[config.mk]
export PLATFORM = sky130hd
export DESIGN_NAME = game_flow_ctrl_flat
export DESIGN_NICKNAME = d
export VERILOG_FILES = /design/src/rtl/game_flow_ctrl_pkg.sv /design/src/rtl/game_flow_ctrl_if.sv /design/src/rtl/game_flow_ctrl_frame_edge_det.sv /design/src/rtl/game_flow_ctrl.sv /design/src/flat_wrapper.sv
export SDC_FILE = /design/constraint.sdc
export NUM_CORES = 1
export LEC_CHECK = 0
export ABC_AREA = 1
export BUFFER_PORTS_ARGS = -buffer_cell sky130_fd_sc_hd__buf_2
export CAP_MARGIN = 20
export CORE_ASPECT_RATIO = 0.75
export CORE_MARGIN = 3
export CORE_UTILIZATION = 50
export CTS_CLUSTER_SIZE = 24
export DETAILED_ROUTE_END_ITERATION = 16
export HOLD_SLACK_MARGIN = 0.1
export MAX_ROUTING_LAYER = met4
export PLACE_DENSITY = 0.82
export SKIP_CTS_REPAIR_TIMING = 1
export SLEW_MARGIN = 20
export SYNTH_ARGS = -nofsm -noshare
export SYNTH_HDL_FRONTEND = slang
export SYNTH_SLANG_ARGS = --single-unit
export TNS_END_PERCENT = 50
[constraint.sdc]
create_clock -name Clk -period 1.35 [get_ports Clk]
set_input_delay 0.0675 -clock Clk [delete_from_list [all_inputs] [get_ports Clk]]
set_output_delay 0.0675 -clock Clk [all_outputs]
set_load 0.005 [all_outputs]
[src/rtl/game_flow_ctrl_pkg.sv]
// Shared game-level types and constants: FSM state encoding, keycodes, elite count.
// Also imported by the overworld and battle blocks.
package game_pkg;

  localparam int NUM_BATTLES = 5;
  localparam int CUR_W       = 3;

  localparam logic [7:0] KEY_W     = 8'h1A;
  localparam logic [7:0] KEY_A     = 8'h04;
  localparam logic [7:0] KEY_S     = 8'h16;
  localparam logic [7:0] KEY_D     = 8'h07;
  localparam logic [7:0] KEY_ENTER = 8'h28;

  typedef enum logic [2:0] {
    ST_ROAM      = 3'd0,
    ST_TRANS     = 3'd1,
    ST_BATTLE    = 3'd2,
    ST_WIN_HOLD  = 3'd3,
    ST_LOSE_HOLD = 3'd4,
    ST_CHAMP     = 3'd5
  } game_state_t;

  function automatic logic is_last_elite(input logic [CUR_W-1:0] idx);
    return idx == CUR_W'(NUM_BATTLES - 1);
  endfunction

endpackage

[src/rtl/game_flow_ctrl_if.sv]
// Handshake between the game sequencer (slave) and the overworld/battle blocks (master).
interface game_flow_ctrl_if;
  import game_pkg::*;

  logic             start_battle;
  logic             battle_won;
  logic             battle_lost;
  logic             is_roam;
  logic             is_battle;
  logic [CUR_W-1:0] cur_battle;

  modport master (
    output start_battle, battle_won, battle_lost,
    input  is_roam, is_battle, cur_battle
  );

  modport slave (
    input  start_battle, battle_won, battle_lost,
    output is_roam, is_battle, cur_battle
  );

endinterface

[src/rtl/game_flow_ctrl_frame_edge_det.sv]
// Registered rising-edge pulse of the frame clock, one Clk wide, one Clk late.
module frame_edge_det (
  input  logic Clk,
  input  logic Reset_n,
  input  logic frame_clk,
  output logic fedge
);

  logic frame_clk_delayed_r;
  logic fedge_r;

  // Delay flop and edge pulse register
  always_ff @(posedge Clk or negedge Reset_n) begin
    if (!Reset_n) begin
      frame_clk_delayed_r <= 1'b0;
      fedge_r             <= 1'b0;
    end else begin
      frame_clk_delayed_r <= frame_clk;
      fedge_r             <= frame_clk & ~frame_clk_delayed_r;
    end
  end

  assign fedge = fedge_r;

endmodule

[src/rtl/game_flow_ctrl.sv]
// Top-level game sequencer: roam -> flash transition -> battle -> result hold -> next elite,
// with a champion screen after the last elite.
module game_flow_ctrl
  import game_pkg::*;
#(
  parameter logic [7:0] TRANS_FRAMES  = 8'd30,
  parameter logic [7:0] RESULT_FRAMES = 8'd60,
  parameter int         FLASH_SHIFT   = 2,
  parameter logic [7:0] ENTER         = KEY_ENTER
) (
  input  logic                 Clk,
  input  logic                 Reset_n,
  input  logic                 frame_clk,
  input  logic [7:0]           keycode,
  game_flow_ctrl_if.slave      flow,
  output logic                 flash,
  output logic                 champion,
  output logic [2:0]           state_dbg
);

  game_state_t      state_r, state_nxt_s;
  logic [CUR_W-1:0] cur_battle_r, cur_battle_nxt_s;
  logic             armed_r, armed_nxt_s;
  logic [7:0]       frame_cnt_r, frame_cnt_nxt_s;
  logic             champion_r, champion_nxt_s;
  logic             flash_r, flash_nxt_s;
  logic             fedge_s;
  logic [7:0]       frame_inc_s;
  logic             trans_last_s;
  logic             hold_last_s;

  frame_edge_det u_fedge (
    .Clk       (Clk),
    .Reset_n   (Reset_n),
    .frame_clk (frame_clk),
    .fedge     (fedge_s)
  );

  assign frame_inc_s  = frame_cnt_r + 8'd1;
  assign trans_last_s = (frame_cnt_r == TRANS_FRAMES - 8'd1);
  assign hold_last_s  = (frame_cnt_r == RESULT_FRAMES - 8'd1);

  // State and datapath registers
  always_ff @(posedge Clk or negedge Reset_n) begin
    if (!Reset_n) begin
      state_r      <= ST_ROAM;
      cur_battle_r <= '0;
      armed_r      <= 1'b0;
      frame_cnt_r  <= 8'd0;
      champion_r   <= 1'b0;
      flash_r      <= 1'b0;
    end else begin
      state_r      <= state_nxt_s;
      cur_battle_r <= cur_battle_nxt_s;
      armed_r      <= armed_nxt_s;
      frame_cnt_r  <= frame_cnt_nxt_s;
      champion_r   <= champion_nxt_s;
      flash_r      <= flash_nxt_s;
    end
  end

  // Next-state and next-datapath logic
  always_comb begin
    state_nxt_s      = state_r;
    cur_battle_nxt_s = cur_battle_r;
    armed_nxt_s      = armed_r;
    frame_cnt_nxt_s  = frame_cnt_r;
    champion_nxt_s   = champion_r;
    flash_nxt_s      = 1'b0;

    case (state_r)
      ST_ROAM: begin
        // Arming needs a cycle without ENTER so a held key cannot retrigger a battle.
        if (keycode != ENTER) begin
          armed_nxt_s = 1'b1;
        end else begin
          armed_nxt_s = armed_r;
        end
        if (flow.start_battle && armed_r) begin
          state_nxt_s     = ST_TRANS;
          frame_cnt_nxt_s = 8'd0;
        end else begin
          state_nxt_s = ST_ROAM;
        end
      end

      ST_TRANS: begin
        if (fedge_s && trans_last_s) begin
          state_nxt_s     = ST_BATTLE;
          frame_cnt_nxt_s = 8'd0;
          flash_nxt_s     = 1'b0;
        end else if (fedge_s) begin
          frame_cnt_nxt_s = frame_inc_s;
          flash_nxt_s     = frame_inc_s[FLASH_SHIFT];
        end else begin
          flash_nxt_s = frame_cnt_r[FLASH_SHIFT];
        end
      end

      ST_BATTLE: begin
        if (flow.battle_won) begin
          state_nxt_s     = ST_WIN_HOLD;
          frame_cnt_nxt_s = 8'd0;
        end else if (flow.battle_lost) begin
          state_nxt_s     = ST_LOSE_HOLD;
          frame_cnt_nxt_s = 8'd0;
        end else begin
          state_nxt_s = ST_BATTLE;
        end
      end

      ST_WIN_HOLD: begin
        if (fedge_s && hold_last_s) begin
          frame_cnt_nxt_s = 8'd0;
          if (is_last_elite(cur_battle_r)) begin
            state_nxt_s    = ST_CHAMP;
            champion_nxt_s = 1'b1;
          end else begin
            state_nxt_s      = ST_ROAM;
            cur_battle_nxt_s = cur_battle_r + CUR_W'(1);
            armed_nxt_s      = 1'b0;
          end
        end else if (fedge_s) begin
          frame_cnt_nxt_s = frame_inc_s;
        end else begin
          frame_cnt_nxt_s = frame_cnt_r;
        end
      end

      ST_LOSE_HOLD: begin
        if (fedge_s && hold_last_s) begin
          frame_cnt_nxt_s  = 8'd0;
          state_nxt_s      = ST_ROAM;
          cur_battle_nxt_s = '0;
          armed_nxt_s      = 1'b0;
        end else if (fedge_s) begin
          frame_cnt_nxt_s = frame_inc_s;
        end else begin
          frame_cnt_nxt_s = frame_cnt_r;
        end
      end

      ST_CHAMP: begin
        champion_nxt_s = 1'b1;
        if (keycode == ENTER) begin
          state_nxt_s      = ST_ROAM;
          cur_battle_nxt_s = '0;
          champion_nxt_s   = 1'b0;
          armed_nxt_s      = 1'b0;
        end else begin
          state_nxt_s = ST_CHAMP;
        end
      end

      default: begin
        state_nxt_s      = ST_ROAM;
        cur_battle_nxt_s = '0;
        armed_nxt_s      = 1'b0;
        frame_cnt_nxt_s  = 8'd0;
        champion_nxt_s   = 1'b0;
      end
    endcase
  end

  assign flow.is_roam    = (state_r == ST_ROAM);
  assign flow.is_battle  = (state_r == ST_BATTLE);
  assign flow.cur_battle = cur_battle_r;
  assign flash           = flash_r;
  assign champion        = champion_r;
  assign state_dbg       = state_r;

endmodule

[src/flat_wrapper.sv]
// flat-port wrapper written by rule: the top's interface ports become plain ports
module game_flow_ctrl_flat import game_pkg::*;
#(
  parameter logic [7:0] TRANS_FRAMES  = 8'd30,
  parameter logic [7:0] RESULT_FRAMES = 8'd60,
  parameter int         FLASH_SHIFT   = 2,
  parameter logic [7:0] ENTER         = KEY_ENTER
)
  (Clk, Reset_n, frame_clk, keycode, flash, champion, state_dbg, flow_start_battle, flow_battle_won, flow_battle_lost, flow_is_roam, flow_is_battle, flow_cur_battle);
  game_flow_ctrl_if flow_i ();
  input  logic Clk;
  input  logic Reset_n;
  input  logic frame_clk;
  input  logic [7:0] keycode;
  output logic flash;
  output logic champion;
  output logic [2:0] state_dbg;
  input wire logic [$bits(flow_i.start_battle)-1:0] flow_start_battle;
  input wire logic [$bits(flow_i.battle_won)-1:0] flow_battle_won;
  input wire logic [$bits(flow_i.battle_lost)-1:0] flow_battle_lost;
  output wire logic [$bits(flow_i.is_roam)-1:0] flow_is_roam;
  output wire logic [$bits(flow_i.is_battle)-1:0] flow_is_battle;
  output wire logic [$bits(flow_i.cur_battle)-1:0] flow_cur_battle;
  assign flow_i.start_battle = flow_start_battle;
  assign flow_i.battle_won = flow_battle_won;
  assign flow_i.battle_lost = flow_battle_lost;
  assign flow_is_roam = flow_i.is_roam;
  assign flow_is_battle = flow_i.is_battle;
  assign flow_cur_battle = flow_i.cur_battle;
  game_flow_ctrl #(.TRANS_FRAMES(TRANS_FRAMES), .RESULT_FRAMES(RESULT_FRAMES), .FLASH_SHIFT(FLASH_SHIFT), .ENTER(ENTER)) u_core (.Clk(Clk), .Reset_n(Reset_n), .frame_clk(frame_clk), .keycode(keycode), .flow(flow_i), .flash(flash), .champion(champion), .state_dbg(state_dbg));
endmodule
# Word-level counts from Yosys, hierarchy flattened
# Cells that the tools add are included.
word_totals:
  out_inout_bits: 10
  elab_cells: 81
  ff_bits: 19
  inputBits: 14
classes:
  addsub: 2
  reduce_logical: 13
  bitwise_logic: 6
  mux: 33
  n_eq_ne: 19
op_table:
  columns: ["op", "n"]
  rows:
  - ["$mux 8", 6]
  - ["$pmux 8 s5", 1]
  - ["$mux 3", 10]
  - ["$pmux 3 s6", 1]
  - ["$eq 8x6->1 const B", 2]
  - ["$ne 2x1->1 const B", 7]
  - ["$mux 1", 12]
  - ["$pmux 3 s4", 1]
  - ["$eq 3x3->1 const B", 3]
  - ["$reduce_and 3->1", 3]
  - ["$add 8x1->8 const B", 1]
  - ["$eq 8x5->1 const B", 1]
  - ["$ne 8x6->1 const B", 1]
  - ["$eq 3x2->1 const B", 2]
  - ["$reduce_and 6->1", 1]
  - ["$not 1->1", 5]
  - ["$pmux 1 s5", 1]
  - ["$reduce_and 5->1", 1]
  - ["$reduce_or 2->1", 2]
  - ["$reduce_or 4->1", 1]
  - ["$add 3x1->3 const B", 1]
  - ["$eq 3x1->1 const B", 1]
  - ["$logic_and 1x1->1", 3]
  - ["$logic_not 3->1", 1]
  - ["other kinds (5)", 5]

# Longest topological paths before layout
logic_depth:
  ltp_word: 4
  ltp_mapped: 11
  mapped_depth_nobuf: 10

# Hierarchy
# A second synthesis with hierarchy kept.
hier_totals:
  hier_cells: 191
  hier_area_um2: 1261.2
modules_own_cells:
  columns: ["mod", "seq_area_each_um2", "n_inst", "area_each_um2", "cells_per_inst"]
  rows:
  - ["game_flow_ctrl", 425.4, 1, 1201.2, 187]
  - ["frame_edge_det", 50.0, 1, 60.1, 4]

# Worst setup path before layout
# OpenSTA, ideal clock, no wires.
synth_timing:
  path_kind: "flip-flop to flip-flop"
  start: "reg u_core.frame_cnt_r[0]"
  end: "reg u_core.cur_battle_r[2] (netlist: u_core.flow.cur_battle[2])"
  n_path_buf: 0
  arrival_ns: 1.253
  synth_period_minus_slack_ns: 1.370
  path_slack_ns: -0.020
  stages_incl_launch_ff: 9
  setup_time_ns: 0.117
  t_required_ns: 1.233
  path_cell_list: "dfrtp_1 > ha_1 > nand3_1 > nor2_1 > nor2_2 > nor2_4 > nand2_1 > nand2_1 > nand2_1"
synth_between:
  elab_chain_cells: 4
  word_cells_on_any_way: 5
  cone_classes: "eq/ne (3); reduce/logical (2)"
synth_lines:
  columns: ["element", "line", "rtl"]
  rows:
  - ["start, declared", "game_flow_ctrl.sv:24", "logic [7:0] frame_cnt_r, frame_cnt_nxt_s;"]
  - ["start signal, assigned", "game_flow_ctrl.sv:56", "frame_cnt_r <= frame_cnt_nxt_s;"]
  - ["$eq 8x6->1 (*)", "game_flow_ctrl.sv:41", "assign hold_last_s = (frame_cnt_r == RESULT_FRAMES - 8'd1);"]
  - ["$logic_and 1x1->1 (*)", "game_flow_ctrl.sv:113, game_flow_ctrl.sv:131", null]
  - ["$ne 2x1->1 (no source line)", null, null]
  - ["$reduce_and 5->1 (no source line) (*)", null, null]
  - ["end signal, assigned", "game_flow_ctrl.sv:54", "cur_battle_r <= cur_battle_nxt_s;"]
  - ["end, declared", "game_flow_ctrl.sv:22", "logic [CUR_W-1:0] cur_battle_r, cur_battle_nxt_s;"]
# Mark *: on every way between the ends. The rest lies on a longest branch, timed or not.
# A chain may end at the register's enable or synchronous reset.

# Worst setup path in the final report
layout_timing:
  start: "reg u_core.frame_cnt_r[2]"
  end: "reg u_core.cur_battle_r[2] (netlist: u_core.flow.cur_battle[2])"
# Same word-level chain as after synthesis.

==> reports/metrics.cfg <==
[critical_path]
critical_path_arrival_ns=1.72
worstPathBufferInverterCount=1
critPathSlowestCell=dfrtp_1
reg2reg_setup_slack_ns=-0.15
critical_path_class=flop to flop
cp.depth=8
worstSetupEndpoint=u_core.flow.cur_battle[2]
worstSetupEndpointType=flop
cp-start-kind=flop
cp_common_cell=nand2_2
worstReg2RegEnd=u_core.flow.cur_battle[2]
worstPathRequired_ns=1.57
critPathLaunch=u_core.frame_cnt_r[2]
crit_family=simple AND/OR/NAND/NOR gates
cp_max_fo=5
cpPeakStageDelay_ns=0.46
crit_chain=inv_1, nand2_2, nor2_2, nand2_2, o21ai_4, nand2_2, nand2_1, nand2_1
rr_worst_depth=8
crit-reg2reg-launch=u_core.frame_cnt_r[2]

[cts]
clockBufferDepth=2
clock_latency_ns=0.32
htree_levels=1
root_buffer=clkbuf_4
cts_buffers=3
clock_sinks=19
cts_tree=done
cts.reportedPaths.clkPinSlew_ns=0.12

[global_routing]
gr-total-overflow=0
grt_pass1_wl_um=5750
antenna_found_initial=0
grt_max_degree=20
grt_pass1_vias=1346
grtUsageTotal=0.228

[drt]
wl_um=4200
dr.pass1.iters=4
num_vias=1568
ant_nets=0
drtIter0Drc=154
wl_per_cell_um=14.2
drc=0
vias_per_cell=5.30

[final_layout]
nets=281
fin_cells=296
diodes=0
drive_gt1_frac=0.427
area_growth_pct=42.8

[sta]
period_share=1.11
whs_ns=0.194
tightest_slew_ns=0.450
setup_viol=15
max-slew-margin-rel=0.700
setup_tns_ns=-1.20
period_needed_ns=1.50
slew_viol_final=0
rsz0062_at_grt=true
layout_setup_ws_ns=-0.148
fmax_mhz=668
hold_viol=0
finClkSkew_ns=0.00738

[logic_synthesis]
ys_top_cells_by_count=nand2_1, nor2_1, inv_1
netlist_top_cells_area=dfrtp_1, nand2_1, nor2_1
post-synth-top-count-cell=nand2_1
ys_ff_latch=19
synth.top_cell.area_share=0.348
synthCells=203
ys_warn_count=0
synth_fp_nets=221
ys.flop_type=dfrtp_1
synthesis.area_um2=1370
synth_top_area_cell=dfrtp_1
ys_seq_area_frac=0.348
ys_async_sr_fraction=1.00
synth_edf_count=0
avgSynthCellArea_um2=6.73
synth_cell_types=29

[hold_path]
min_path_type=primary input to flop

[place]
hpwlAfterDp_um=2690
place_inst=282
io_buffers=23
pre_cts_slack_ns=-0.101
gp_congestion=0.909

[power]
powerDensity_nw_per_um2=1700
ir_worst_vdd_mv=0.927
p_leak_nw=1.01

[die]
core-area_um2=2440
die_x_um=66.4
core.rowCount=15
die_h_um=51.3
start_util=0.560
ios=24
die_area_um2=3400

[job]
drv_cap=0

[outcome]
outcome=finished, violations left
violations=setup timing

[per-layer routing]
layer | wire length (um) | up-vias | track usage
met1 | 1820 | 729 | 0.316
met3 | 360 | 9 | 0.0615
met2 | 1940 | 76 | 0.316
met4 | 87 | 0 | 0.0845
met5 | 0 | - | -
li1 | - | 754 | -
[power by group]
part	internal, W	switching [W]	leakage [nW]
clock network	0.000111	0.000197	0.0177
registers	0.000705	0.000170	0.250
logic	0.000923	0.00121	0.745
total	0.00174	0.00158	1.01
[cell usage in the layout, fill, tap and decap left out, types with 2 or more instances in the layout]
| cell type | instances |
|---|---|
| nand2_1 | 45 |
| dfrtp_2 | 3 |
| nand3_1 | 17 |
| nor2_2 | 8 |
| nor2_4 | 4 |
| clkbuf_4 | 3 |
| buf_4 | 26 |
| inv_2 | 7 |
| inv_4 | 3 |
| a21oi_1 | 4 |
| dfrtp_1 | 16 |
| inv_1 | 21 |
| nand4_1 | 3 |
| nor3_1 | 2 |
| buf_6 | 6 |
| buf_2 | 22 |
| nor2_1 | 29 |
| dlygate4sd3_1 | 2 |
| ha_1 | 2 |
| ha_4 | 2 |
| o21ai_1 | 3 |
| nand3_2 | 4 |
| nand3_4 | 2 |
| nand2_2 | 14 |
[registers in the layout, indices dropped and copies added (netlist names)]
signal	flops
u_core.frame_cnt_r	8
u_core.flow.cur_battle	3
u_core.state_dbg	3
u_core.armed_r	1
u_core.champion	1
u_core.flash	1
u_core.u_fedge.fedge	1
u_core.u_fedge.frame_clk_delayed_r	1
[kinds of logic (layout without fill, tap and decap cells)]
group	count (synthesis)	after routing	share of synthesized area
xor+xnor	2	2	0.0128
compound gates	15	15	0.0659
flops	19	19	0.348
fa+ha+maj	4	4	0.0366
simple gates	130	130	0.434
buf+inv	33	92	0.103
[how the worst min path moves through the flow]
stage | from | end | slack (ns) | cells past startpoint
4_1_cts | Reset_n | u_core.frame_cnt_r[5] | -0.31 | 1
5_1_grt | flow_battle_won | u_core.state_dbg[2] | 0.20 | 4
6_report | flow_battle_won | u_core.state_dbg[2] | 0.19 | 4
3_5_place_dp | Reset_n | u_core.frame_cnt_r[6] | 0.04 | 1
3_3_place_gp | Reset_n | u_core.frame_cnt_r[4] | 0.03 | 1
2_1_floorplan | Reset_n | u_core.armed_r | -0.23 | 0
[stage by stage]
| stage | power [W] | util | area (um^2) |
|---|---|---|---|
| global route | 0.00354 | 0.799 | 1950 |
| CTS | 0.00278 | 0.704 | 1720 |
| global placement | 0.00243 | 0.693 | 1690 |
| finish | 0.00332 | 0.799 | 1950 |
| floorplan | 0.00184 | - | 1370 |
| detailed placement | 0.00247 | 0.693 | 1690 |
[final cells by class]
| type | count | area (um^2) |
|---|---|---|
| well taps | 34 | 42.5 |
| fillers | 164 | 489 |
| repair inverters | 1 | 6.26 |
| inverters | 31 | 126 |
| clock inverters | 1 | 5.00 |
| multi-input cells | 151 | 876 |
| clock buffers | 3 | 22.5 |
| flip-flops and latches | 19 | 479 |
| repair buffers | 56 | 393 |
[worst register-to-register path, cell delays in order (launching register included)]
cell and delay (ns):
dfrtp_1 0.46, inv_1 0.16, nand2_2 0.09, nor2_2 0.13, nand2_2 0.12, o21ai_4 0.23, nand2_2 0.09, nand2_1 0.07
nand2_1 0.05
No activity file was read; power rests on OpenSTA's default activity.
